## src/rtl/loteria_entrada_aposta_pkg.sv

```systemverilog
// Shared definitions for the Loteria bet-entry stage.
// Holds the default bet geometry, counter widths and the FSM state encoding
// used by loteria_entrada_aposta and its interface.
package loteria_entrada_aposta_pkg;

  localparam int NUM_W_DEF       = 4;
  localparam int NUM_PICKS_DEF   = 5;
  localparam int NUM_MAX_DEF     = 15;
  localparam int MAX_APOSTAS_DEF = 4;

  // qtd, apostas and the stream index all share this width
  localparam int CNT_W     = 4;
  localparam int BUF_DEPTH = 2**CNT_W;

  typedef enum logic [2:0] {
    COLETA   = 3'd0,
    CHEIO    = 3'd1,
    ENVIA    = 3'd2,
    FIM      = 3'd3,
    FIM_JOGO = 3'd4
  } estado_t;

endpackage

```

## src/rtl/loteria_entrada_aposta_if.sv

```systemverilog
// Keypad-side strobes and Loteria-side stream for the bet-entry stage.
//   tecla_ok/tecla   keyed number strobe
//   confirma         send the completed bet
//   cancela          discard the bet being entered
//   encerra          operator ends the game
//   numero/insere    number stream towards Loteria
//   fim              pulse after the last number of a bet
//   fim_jogo         game over level
//   erro             key rejected pulse
//   qtd/apostas      numbers in current bet / bets sent this game
// master: keypad/operator side, slave: the entry stage.
interface loteria_entrada_aposta_if
  import loteria_entrada_aposta_pkg::*;
#(
  parameter int NUM_W = NUM_W_DEF
);
  logic             tecla_ok;
  logic [NUM_W-1:0] tecla;
  logic             confirma;
  logic             cancela;
  logic             encerra;
  logic [NUM_W-1:0] numero;
  logic             insere;
  logic             fim;
  logic             fim_jogo;
  logic             erro;
  logic [CNT_W-1:0] qtd;
  logic [CNT_W-1:0] apostas;

  modport master (
    output tecla_ok, tecla, confirma, cancela, encerra,
    input  numero, insere, fim, fim_jogo, erro, qtd, apostas
  );

  modport slave (
    input  tecla_ok, tecla, confirma, cancela, encerra,
    output numero, insere, fim, fim_jogo, erro, qtd, apostas
  );
endinterface

```

## src/rtl/loteria_entrada_aposta_filtro_dup.sv

```systemverilog
// Seen-mask for the numbers of the bet being entered.
//   clock, reset  clock and async active-high reset
//   tecla         number under test
//   marca         set seen[tecla] on the next edge
//   limpa         clear the whole mask on the next edge (wins over marca)
//   dup           tecla already in the current bet (combinational)
//   fora          tecla above NUM_MAX (combinational)
module loteria_entrada_aposta_filtro_dup #(
  parameter int NUM_W   = 4,
  parameter int NUM_MAX = 15
) (
  input  logic             clock,
  input  logic             reset,
  input  logic [NUM_W-1:0] tecla,
  input  logic             marca,
  input  logic             limpa,
  output logic             dup,
  output logic             fora
);

  logic [2**NUM_W-1:0] seen;

  always_ff @(posedge clock or posedge reset) begin
    if (reset) begin
      seen <= '0;
    end else if (limpa) begin
      seen <= '0;
    end else if (marca) begin
      seen[tecla] <= 1'b1;
    end
  end

  assign dup  = seen[tecla];
  assign fora = (tecla > NUM_W'(NUM_MAX));

endmodule

```

## src/rtl/loteria_entrada_aposta.sv

```systemverilog
// Bet-entry stage for the Loteria checker: collects NUM_PICKS distinct
// numbers from the keypad, streams them on confirmation and counts bets.
//   clock, reset  clock and async active-high reset
//   bus           loteria_entrada_aposta_if slave (keypad in, stream out)
//
// state    | meaning
// ---------+-----------------------------------------------------------
// COLETA   | entering a bet, accepting keys
// CHEIO    | bet complete, waiting for confirma
// ENVIA    | streaming buf_aposta[idx] with insere=1
// FIM      | fim pulse, bet counted, mask and qtd cleared on exit
// FIM_JOGO | game over, absorbing until reset
module loteria_entrada_aposta
  import loteria_entrada_aposta_pkg::*;
#(
  parameter int NUM_W       = NUM_W_DEF,
  parameter int NUM_PICKS   = NUM_PICKS_DEF,
  parameter int NUM_MAX     = NUM_MAX_DEF,
  parameter int MAX_APOSTAS = MAX_APOSTAS_DEF
) (
  input logic                    clock,
  input logic                    reset,
  loteria_entrada_aposta_if.slave bus
);

  estado_t          estado;
  logic [NUM_W-1:0] buf_aposta [BUF_DEPTH];
  logic [CNT_W-1:0] qtd_r;
  logic [CNT_W-1:0] apostas_r;
  logic [CNT_W-1:0] idx;
  logic [NUM_W-1:0] numero_r;
  logic             insere_r;
  logic             fim_r;
  logic             fim_jogo_r;
  logic             erro_r;

  logic dup;
  logic fora;
  logic em_entrada;
  logic aceita;
  logic limpa;

  assign em_entrada = (estado == COLETA) || (estado == CHEIO);

  // A key is taken only in COLETA and only when no higher-priority
  // strobe is present in the same cycle.
  assign aceita = (estado == COLETA) && bus.tecla_ok && !bus.encerra &&
                  !bus.cancela && !dup && !fora;

  assign limpa = (estado == FIM) ||
                 (em_entrada && (bus.encerra || bus.cancela));

  loteria_entrada_aposta_filtro_dup #(
    .NUM_W   (NUM_W),
    .NUM_MAX (NUM_MAX)
  ) u_filtro (
    .clock (clock),
    .reset (reset),
    .tecla (bus.tecla),
    .marca (aceita),
    .limpa (limpa),
    .dup   (dup),
    .fora  (fora)
  );

  always_ff @(posedge clock or posedge reset) begin
    if (reset) begin
      estado     <= COLETA;
      qtd_r      <= '0;
      apostas_r  <= '0;
      idx        <= '0;
      numero_r   <= '0;
      insere_r   <= 1'b0;
      fim_r      <= 1'b0;
      fim_jogo_r <= 1'b0;
      erro_r     <= 1'b0;
      for (int i = 0; i < BUF_DEPTH; i++) begin
        buf_aposta[i] <= '0;
      end
    end else begin
      erro_r <= 1'b0;
      fim_r  <= 1'b0;
      unique case (estado)
        COLETA: begin
          if (bus.encerra) begin
            qtd_r      <= '0;
            fim_jogo_r <= 1'b1;
            estado     <= FIM_JOGO;
          end else if (bus.cancela) begin
            qtd_r <= '0;
          end else if (bus.tecla_ok) begin
            if (dup || fora) begin
              erro_r <= 1'b1;
            end else begin
              buf_aposta[qtd_r] <= bus.tecla;
              qtd_r             <= qtd_r + 4'd1;
              if (qtd_r == CNT_W'(NUM_PICKS - 1)) begin
                estado <= CHEIO;
              end
            end
          end
        end

        CHEIO: begin
          if (bus.encerra) begin
            qtd_r      <= '0;
            fim_jogo_r <= 1'b1;
            estado     <= FIM_JOGO;
          end else if (bus.cancela) begin
            qtd_r  <= '0;
            estado <= COLETA;
          end else if (bus.confirma) begin
            // first number goes out on the same edge, so insere shows
            // up in the cycle right after confirma
            idx      <= '0;
            numero_r <= buf_aposta[0];
            insere_r <= 1'b1;
            estado   <= ENVIA;
          end else if (bus.tecla_ok) begin
            erro_r <= 1'b1;
          end
        end

        ENVIA: begin
          if (idx == CNT_W'(NUM_PICKS - 1)) begin
            insere_r <= 1'b0;
            fim_r    <= 1'b1;
            if (apostas_r != CNT_W'(MAX_APOSTAS)) begin
              apostas_r <= apostas_r + 4'd1;
            end
            estado <= FIM;
          end else begin
            idx      <= idx + 4'd1;
            numero_r <= buf_aposta[idx + 4'd1];
          end
        end

        FIM: begin
          qtd_r <= '0;
          if (apostas_r == CNT_W'(MAX_APOSTAS)) begin
            fim_jogo_r <= 1'b1;
            estado     <= FIM_JOGO;
          end else begin
            estado <= COLETA;
          end
        end

        FIM_JOGO: begin
          fim_jogo_r <= 1'b1;
        end

        default: begin
          estado <= COLETA;
        end
      endcase
    end
  end

  assign bus.numero   = numero_r;
  assign bus.insere   = insere_r;
  assign bus.fim      = fim_r;
  assign bus.fim_jogo = fim_jogo_r;
  assign bus.erro     = erro_r;
  assign bus.qtd      = qtd_r;
  assign bus.apostas  = apostas_r;

endmodule

```

## src/flat_wrapper.sv

```systemverilog
// flat-port wrapper written by rule: the top's interface ports become plain ports
module loteria_entrada_aposta_flat import loteria_entrada_aposta_pkg::*;
#(
  parameter int NUM_W       = NUM_W_DEF,
  parameter int NUM_PICKS   = NUM_PICKS_DEF,
  parameter int NUM_MAX     = NUM_MAX_DEF,
  parameter int MAX_APOSTAS = MAX_APOSTAS_DEF
)
  (clock, reset, bus_tecla_ok, bus_tecla, bus_confirma, bus_cancela, bus_encerra, bus_numero, bus_insere, bus_fim, bus_fim_jogo, bus_erro, bus_qtd, bus_apostas);
  loteria_entrada_aposta_if #(.NUM_W(NUM_W)) bus_i ();
  input logic clock;
  input logic reset;
  input wire logic [$bits(bus_i.tecla_ok)-1:0] bus_tecla_ok;
  input wire logic [$bits(bus_i.tecla)-1:0] bus_tecla;
  input wire logic [$bits(bus_i.confirma)-1:0] bus_confirma;
  input wire logic [$bits(bus_i.cancela)-1:0] bus_cancela;
  input wire logic [$bits(bus_i.encerra)-1:0] bus_encerra;
  output wire logic [$bits(bus_i.numero)-1:0] bus_numero;
  output wire logic [$bits(bus_i.insere)-1:0] bus_insere;
  output wire logic [$bits(bus_i.fim)-1:0] bus_fim;
  output wire logic [$bits(bus_i.fim_jogo)-1:0] bus_fim_jogo;
  output wire logic [$bits(bus_i.erro)-1:0] bus_erro;
  output wire logic [$bits(bus_i.qtd)-1:0] bus_qtd;
  output wire logic [$bits(bus_i.apostas)-1:0] bus_apostas;
  assign bus_i.tecla_ok = bus_tecla_ok;
  assign bus_i.tecla = bus_tecla;
  assign bus_i.confirma = bus_confirma;
  assign bus_i.cancela = bus_cancela;
  assign bus_i.encerra = bus_encerra;
  assign bus_numero = bus_i.numero;
  assign bus_insere = bus_i.insere;
  assign bus_fim = bus_i.fim;
  assign bus_fim_jogo = bus_i.fim_jogo;
  assign bus_erro = bus_i.erro;
  assign bus_qtd = bus_i.qtd;
  assign bus_apostas = bus_i.apostas;
  loteria_entrada_aposta #(.NUM_W(NUM_W), .NUM_PICKS(NUM_PICKS), .NUM_MAX(NUM_MAX), .MAX_APOSTAS(MAX_APOSTAS)) u_core (.clock(clock), .reset(reset), .bus(bus_i));
endmodule
```

## config.mk

```make
export PLATFORM = sky130hd
export DESIGN_NAME = loteria_entrada_aposta_flat
export DESIGN_NICKNAME = d
export VERILOG_FILES = /design/src/rtl/loteria_entrada_aposta_pkg.sv /design/src/rtl/loteria_entrada_aposta_if.sv /design/src/rtl/loteria_entrada_aposta_filtro_dup.sv /design/src/rtl/loteria_entrada_aposta.sv /design/src/flat_wrapper.sv
export SDC_FILE = /design/constraint.sdc
export NUM_CORES = 1
export LEC_CHECK = 0
export CAP_MARGIN = 20
export CORE_UTILIZATION = 45
export DETAILED_ROUTE_END_ITERATION = 10
export GPL_ROUTABILITY_DRIVEN = 0
export RECOVER_POWER = 50
export SYNTH_ARGS = -nofsm -noshare
export SYNTH_HDL_FRONTEND = slang
export SYNTH_SLANG_ARGS = --single-unit
```

## constraint.sdc

```tcl
create_clock -name clock -period 6.7 [get_ports clock]
set_input_delay 0.67 -clock clock [delete_from_list [all_inputs] [get_ports clock]]
set_output_delay 0.67 -clock clock [all_outputs]
set_load 0.01 [all_outputs]
```

==> flow_metrics.py <==
metrics = {
    "worst_setup_path": {
        "endpoint_kind": "flop",
        "cp.required_ns": 6.96,
        "r2r_cells": 6,
        "reg2reg_to": "u_core.bus.numero[2]",
        "crit_type": "in2reg",
        "cp_max_fo": 23,
        "critPathArrivalTime_ns": 3.68,
        "r2r-start": "u_core.idx[0]",
        "reg2reg_slack_ns": 3.58,
        "crit_path_start_kind": "primary input",
    },
    "sta": {
        "drv_slew": 0,
        "tightest_slew_ns": 1.306,
        "post-route-worst-setup-slack_ns": 3.273,
        "rsz0062_at_grt": "no",
        "fin_tns_setup_ns": 0,
        "setup_viol": 0,
        "period_minus_slack_ns": 3.427,
        "max_slew_margin_pct": 12.90,
        "fin_crit_sh_pct": 51.14,
        "hold_viol": 0,
        "fin_worst_skew_ns": 0.01264,
        "fmax_mhz": 291.8,
    },
    "pwr": {
        "ir_drop_mv": 0.1569,
        "leakage_uw": 0.002503,
        "p_per_area_mw_per_mm2": 183.1,
        "p_total_uw": 1040,
    },
    "logic_synthesis": {
        "yosys_register_bits": 103,
        "syn_nets": 394,
        "yosys_warnings": 0,
        "async_reset_ff_share_pct": 100.0,
        "ys.flop_type": "dfrtp_1",
        "ys_types": 44,
        "syn_area_mm2": 0.005070,
        "synth.yosys.seq_area_share_pct": 50.84,
        "synth_area_per_cell_um2": 13.48,
        "postSynthCellCount": 376,
        "synth_edf_count": 0,
    },
    "floorplanning": {
        "io_pins": 26,
        "die_w_um": 108.1,
        "start_util_pct": 46.56,
        "die-area_mm2": 0.01170,
        "rows": 38,
        "die_h_um": 108.1,
        "core-area_mm2": 0.01089,
    },
    "global_routing": {
        "grt_max_degree": 81,
        "grt_util_all_layers_pct": 20.49,
        "antenna_found_initial": 0,
        "grt-ovfl-total": 0,
        "grt_pass1_wl_mm": 17.83,
        "grt_pass1_vias": 3200,
    },
    "clocking": {
        "cts_tree": "yes",
        "clkSinkCount": 103,
        "ctsRootBufferMaster": "clkbuf_8",
        "cts_setup_buffers": 0,
        "htree_num_levels": 3,
        "cts-hold-fix-buffers": 0,
        "postCtsResizedCells": 0,
        "insertion_delay_ns": 0.37,
        "numCtsBuffers": 9,
        "cts.clk_slew.worst_paths_ns": 0.09,
        "clockBufferDepth": 2,
    },
    "layout": {
        "final_nets": 413,
        "n_antenna_cell": 0,
        "n_fill_cell": 935,
        "seqCellArea_mm2": 0.002577,
        "final_cells": 539,
        "finish.utilization_pct": 52.17,
        "drive_above_1_share_pct": 32.08,
        "multi_input_area_mm2": 0.002360,
        "area_growth_pct": 12.04,
    },
    "outcome": {
        "status": "finished clean",
    },
    "placed_design": {
        "hpwl_mm": 7.209,
        "port_buffers": 25,
        "numPlacedInstances": 521,
        "place_ws_ns": 2.495,
    },
    "worst_hold_path": {
        "hold_path.class": "reg2reg",
        "hold_start": "u_core.u_filtro.seen[3]",
        "hold_end": "u_core.u_filtro.seen[3]",
        "hold_depth": 1,
    },
    "drt": {
        "drt_wl_total_mm": 10.66,
        "vias_per_cell": 5.827,
        "vias": 3141,
        "avgRoutedWirePerCell_um": 19.77,
        "drt_iter0_markers": 199,
        "drtAntennaViolNets": 0,
        "drc_errors": 0,
        "first_pass_iters": 6,
    },
    "flow_run": {
        "drv_cap": 0,
    },
}
-- logic make-up after synthesis --
logic type,Yosys count,share of synthesized area [%]
DFF,103,50.84
muxes,99,26.65
adders and majority gates,8,1.974
and+or+nand+nor,83,10.09
AOI/OAI and AO/OA,46,6.960
buffers and inverters,32,2.616
xor gates and xnor gates,5,0.8639
-- state kept, by name, indices dropped and copies added, names as in the netlist --
signal,cells
u_core.idx,4
u_core.bus.apostas,4
u_core.buf_aposta,64
u_core.estado,3
u_core.bus.erro,1
u_core.bus.fim_jogo,1
u_core.bus.qtd,4
u_core.u_filtro.seen,16
u_core.bus.numero,4
u_core.bus.fim,1
u_core.bus.insere,1
-- metal layers --
metal  track usage, %  vias up  wire [um]
met5                0        -          0
met4            5.577        0        115
li1                 -     1439          -
met3            4.039       12        356
met2            32.94       63       5202
met1            28.32     1627       4984
-- synthesized netlist by cell type, types with 3 or more instances --
| master | number | share of area (%) |
|---|---|---|
| buf_1 | 3 | 0.22 |
| clkbuf_1 | 17 | 1.3 |
| nand4_1 | 8 | 0.99 |
| a211oi_1 | 3 | 0.44 |
| nand3_1 | 9 | 0.89 |
| nor2_1 | 7 | 0.52 |
| ha_1 | 8 | 2.0 |
| a22o_1 | 12 | 2.1 |
| a32o_1 | 4 | 0.79 |
| dfrtp_1 | 103 | 51 |
| mux2i_1 | 9 | 1.8 |
| nor3_2 | 8 | 1.6 |
| inv_1 | 9 | 0.67 |
| nand2_1 | 26 | 1.9 |
| mux4_2 | 22 | 9.8 |
| nor2b_1 | 8 | 0.99 |
| mux2_2 | 68 | 15 |
| a31oi_1 | 3 | 0.37 |
| nor3_4 | 4 | 1.3 |
| a21oi_1 | 4 | 0.39 |
| o21ai_0 | 10 | 0.99 |
| nor3_1 | 3 | 0.30 |
| xnor2_1 | 3 | 0.52 |
-- worst max-delay path by stage --
stage / start / endpoint / slack [ns]
after floorplan: reset / u_core.buf_aposta[0] / 3.33
after global placement: bus_tecla[3] / u_core.buf_aposta[4] / 2.52
after detailed placement: bus_tecla[3] / u_core.buf_aposta[4] / 2.49
after CTS: bus_tecla[3] / u_core.buf_aposta[4] / 2.90
after global routing: bus_tecla[2] / u_core.buf_aposta[2] / 3.18
final: bus_tecla[3] / u_core.buf_aposta[4] / 3.27
-- critical path, cell delays in order --
cell,delay (ns)
clkdlybuf4s50_1,0.72
buf_16,0.22
mux2_2,0.34
mux4_2,0.53
a2bb2oi_2,0.18
buf_4,0.24
nor3_2,0.39
mux2_2,0.39
-- placed cells by master (no fill, tap or decap), types with 2 or more instances in the layout --
cell type | netlist | routed
or3_1 | 2 | 2
o21ai_0 | 10 | 10
a31oi_1 | 3 | 3
nor3_4 | 4 | 4
nand4_1 | 8 | 8
ha_1 | 8 | 8
mux4_2 | 22 | 22
nand3b_1 | 2 | 2
buf_16 | 0 | 3
nor2b_1 | 8 | 8
nor3_1 | 3 | 3
mux2i_1 | 9 | 9
dfrtp_1 | 103 | 103
mux2_2 | 68 | 68
nor3_2 | 8 | 8
a21oi_1 | 4 | 4
xor2_1 | 2 | 2
o31ai_1 | 2 | 2
nand2_1 | 26 | 26
inv_1 | 9 | 8
xnor2_1 | 3 | 3
clkbuf_8 | 0 | 11
clkdlybuf4s50_1 | 0 | 21
a22o_1 | 12 | 12
nand3_1 | 9 | 9
nor2_1 | 7 | 7
buf_4 | 1 | 2
a211oi_1 | 3 | 3
dlygate4sd3_1 | 0 | 4
a32o_1 | 4 | 4
-- report_power, final --
| part | switching (uW) | internal, uW |
|---|---|---|
| combinational | 36.9 | 15.4 |
| clock | 210 | 155 |
| sequential | 0.862 | 622 |
| total | 248 | 792 |
-- stage by stage --
stage | hold WS, ns | cell area, um^2
2_1_floorplan | 0.4603 | 5070
3_3_place_gp | 0.4690 | 5421
4_1_cts | 0.4982 | 5603
6_report | 0.4966 | 5680
5_1_grt | 0.5238 | 5680
3_5_place_dp | 0.4780 | 5421
-- cell type report --
cell class,count,share of cell area (%)
clock buffers,11,2.665
well taps,140,3.084
clock inverters,4,0.5286
inverters,9,0.6167
flip-flops and latches,103,45.37
multi-input cells,241,41.54
repair buffers,31,6.189
Note: power is estimated with default switching activity, not from simulation.
